--- src/rtl/rsa_pkg.sv ---
// rtl/rsa_pkg.sv - shared widths, select codes and FSM states for the RSA operand sequencer
package rsa_pkg;

  localparam int BITS  = 128;
  localparam int WORD  = 16;
  localparam int WORDS = BITS / WORD;
  localparam int AW    = $clog2(WORDS);

  localparam logic [1:0] SEL_M = 2'd0;
  localparam logic [1:0] SEL_E = 2'd1;
  localparam logic [1:0] SEL_N = 2'd2;

  typedef enum logic [1:0] {
    ST_IDLE    = 2'd0,
    ST_CHECK   = 2'd1,
    ST_RUN     = 2'd2,
    ST_CAPTURE = 2'd3
  } state_e;

endpackage

--- src/rtl/rsa_word_bank.sv ---
// rtl/rsa_word_bank.sv - WORDS x WORD operand register bank with a word write port and flat output
module rsa_word_bank
  import rsa_pkg::*;
(
  input  logic            clk,
  input  logic            reset_n,
  input  logic            en_i,
  input  logic [AW-1:0]   addr_i,
  input  logic [WORD-1:0] data_i,
  output logic [BITS-1:0] q_o
);

  logic [WORD-1:0] mem_q [WORDS];

  always_ff @(posedge clk) begin
    if (!reset_n) begin
      for (int i = 0; i < WORDS; i++) begin
        mem_q[i] <= '0;
      end
    end else if (en_i) begin
      mem_q[addr_i] <= data_i;
    end
  end

  // Word 0 is the least-significant slice of the flat operand.
  for (genvar g = 0; g < WORDS; g++) begin : g_flat
    assign q_o[g*WORD +: WORD] = mem_q[g];
  end

endmodule

--- config.mk ---
export PLATFORM = sky130hd
export DESIGN_NAME = rsa_word_bank
export DESIGN_NICKNAME = d
export VERILOG_FILES = /design/src/rtl/rsa_pkg.sv /design/src/rtl/rsa_word_bank.sv
export SDC_FILE = /design/constraint.sdc
export NUM_CORES = 1
export LEC_CHECK = 0
export ABC_CLOCK_PERIOD_IN_PS = 2500
export CORE_UTILIZATION = 56
export DETAILED_ROUTE_END_ITERATION = 6
export DONT_BUFFER_PORTS = 1
export PLACE_DENSITY = 0.74
export SLEW_MARGIN = 40
export SYNTH_ARGS = -nofsm -noshare
export SYNTH_HDL_FRONTEND = slang
export SYNTH_SLANG_ARGS = --single-unit
--- constraint.sdc ---
create_clock -name clk -period 2.5 [get_ports clk]
set_clock_uncertainty 0.1 [all_clocks]
set_input_delay 0.625 -clock clk [delete_from_list [all_inputs] [get_ports clk]]
set_output_delay 0.625 -clock clk [all_outputs]
set_load 0.005 [all_outputs]
==> results.md <==
- Status: finished, final reports clean
- Most frequent cells in the layout: nor2_1 (128), edfxtp_1 (128), nand4b_1 (16), nand4_1 (16), clkbuf_16 (16)
- I/O Pins: 150
- Met3 routed WL: between 1 and 1.5 mm
- # fillers: 580
- Max Used Layer: met4
- Core outline area: 0.00826 mm^2
- Die Wd: ~95 um
- Net Sw Power: between 1 and 1.5 mW
- Top reg by flops: mem_q
- Syn Inst Count: roughly 330
- Clock buffer depth: 2
- Chip height: 94.5 um
- Worst-path fanout max: 1
- Die area: ~0.0089 mm^2
- CTS-repair resized insts: 0
- Fin. max-slew vios: 0
- Hold WC Path Type: primary input to register
- Diodes inserted: 0
- Vias per cell: ~6
- Register area share after synthesis: between 80% and 90%
- Starting DRT DRC Count: 170
- CP arrival: ~940 ps
- RSZ-0062 raised after global routing: no
- Critical setup path kind: register to output port
- Period utilisation layout: approximately 67%
- Worst-path clk slew: 60 ps
- Vias in the first global route: roughly 2,600
- TNS Setup: 0 ps
- Register Area: around 0.0038 mm^2
- DR DRC count: 0
- Largest net degree at the start of global routing: 41
- Synthesized cell area: about 0.0048 mm^2
- Synth Warn #: 0
- Clk network pwr share: 47.3%
- Nets: 357
- CTS tree: yes
- Worst Tran Pin Value: roughly 690 ps
- Routed WL per cell: 24.0 um
- CTS buffer count: 17
- Metal2 WL: between 5 and 6 mm
- Hold buffer count at CTS: 0
- GP Congestion: a little under 0.8
- Pre-Repair DR Iteration Count: 4
- Hold Vio Cnt, Final: 0
- Core Util, Final: around two thirds
- Flops & latches, synth: between 100 and 150
- Vias: between 2,000 and 3,000
- Area taken by multi-input logic gates: ~800 um^2
- Number of post-CTS setup repair buffers: 0
- Fraction of layout cells with a size suffix above 1: 12.4%
- TritonCTS Sinks: 128
- WP data required: 1770 ps
- Part of the power in registers: 49.8%
- Final wirelength: 10.9 mm
- Tot Pwr: between 5 and 6 mW
- First-pass GRT wire length: between 15 and 20 mm
- Grt ovf: 0
- PortBufs: 0
- Crit path time final: roughly 1700 ps
- Row Count: 33
- Rel. slew slack: a little over half
- Power Dens Cells: between 900 and 1000 mW/mm^2
- Comb power frac: 2.9%
- Met1 WL: 4.05 mm
- Placed cells: about 420
- Root buf cell: clkbuf_8
- Starting Density: around three fifths
- CP Capture Type: output port
- LEAKAGE: around 1.8 nW
- Distinct cells, synth: 12
- Detailed placer's ending HPWL: approximately 7.3 mm
- Max Fclk: between 600 and 700 MHz
- Mean Syn Cell Area: 14.6 um^2
- Post-Syn Nets: 350
- Top Registers: mem_q (128)
- Final Non-Filler Cells: ~450
- Post-route ant nets: 0
- Switching part of the total: slightly above 20%
- Layout area overhead: 14.2%
- Initial antenna violation count: 0
- Cell-internal power: a little over 4 mW
- Maximum VDD drop: 0.528 mV
- # setup viols final: 0
- GRT Util Overall: about a quarter
- Max_cap viols: 0
- Max reg flops: 128
- H-tree Lvls: 4
- Critical path launch point type: register
## stage by stage
| stage | hold slack [ps] | cell area [um^2] | worst slack, ps |
|---|---|---|---|
| finish | 360 | 5470 | 835 |
| global route | 366 | 5470 | 807 |
| CTS | 340 | 5470 | 808 |
| detailed placement | 842 | 4880 | 480 |
| global placement | 841 | 4880 | 510 |
| floorplan | 839 | 4790 | -176 |
## layout make-up
| cell class | count | area share [%] |
|---|---|---|
| clock buffer | 21 | 7.84 |
| clock inverter | 11 | 2.99 |
| multi-input combinational | 174 | 14.6 |
| sequential | 128 | 70.2 |
| tap | 105 | 2.40 |
| timing repair buffer | 14 | 1.92 |
## per-layer routing
layer | up-vias | track usage (%)
met2 | 155 | 40.3
li1 | 1197 | -
met1 | 1342 | 30.5
met5 | - | 0
met4 | 0 | 10.2
met3 | 19 | 10.6
## worst paths after layout
check / cells after the start / endpoint / from
hold / removal: 2 / mem_q[7][12] / en_i
setup / recovery: 0 / q_o[70] / mem_q[4][6]
## kinds of logic (layout without fill, tap and decap cells)
kind of cell | after synthesis | count (layout) | synth area share, %
flip-flops | 128 | 128 | 80.2
buffers and inverters | 26 | 46 | 3.24
AND/OR/NAND/NOR | 166 | 166 | 15.7
AO/OA/AOI/OAI | 8 | 8 | 0.836
## synth_stat cells, drive strengths merged
cell type / n / area, um^2
nand2: 2 / 7.51
nand4: 16 / 100
edfxtp: 128 / 3840
buf: 22 / 140
nand4b: 16 / 140
or2: 1 / 6.26
nand2b: 3 / 18.8
o21ai: 8 / 40.0
nor2: 128 / 480
clkbuf: 4 / 15.0
## power groups by stage
stage | Combinational (mW) | Sequential (mW) | Clock [mW]
4_1_cts | 0.154 | 2.60 | 2.49
2_1_floorplan | 0.124 | 2.61 | 0
3_5_place_dp | 0.152 | 2.64 | 0
5_1_grt | 0.166 | 2.61 | 2.56
3_3_place_gp | 0.147 | 2.64 | 0
6_report | 0.152 | 2.60 | 2.47
(Power assumes the default switching activity.)
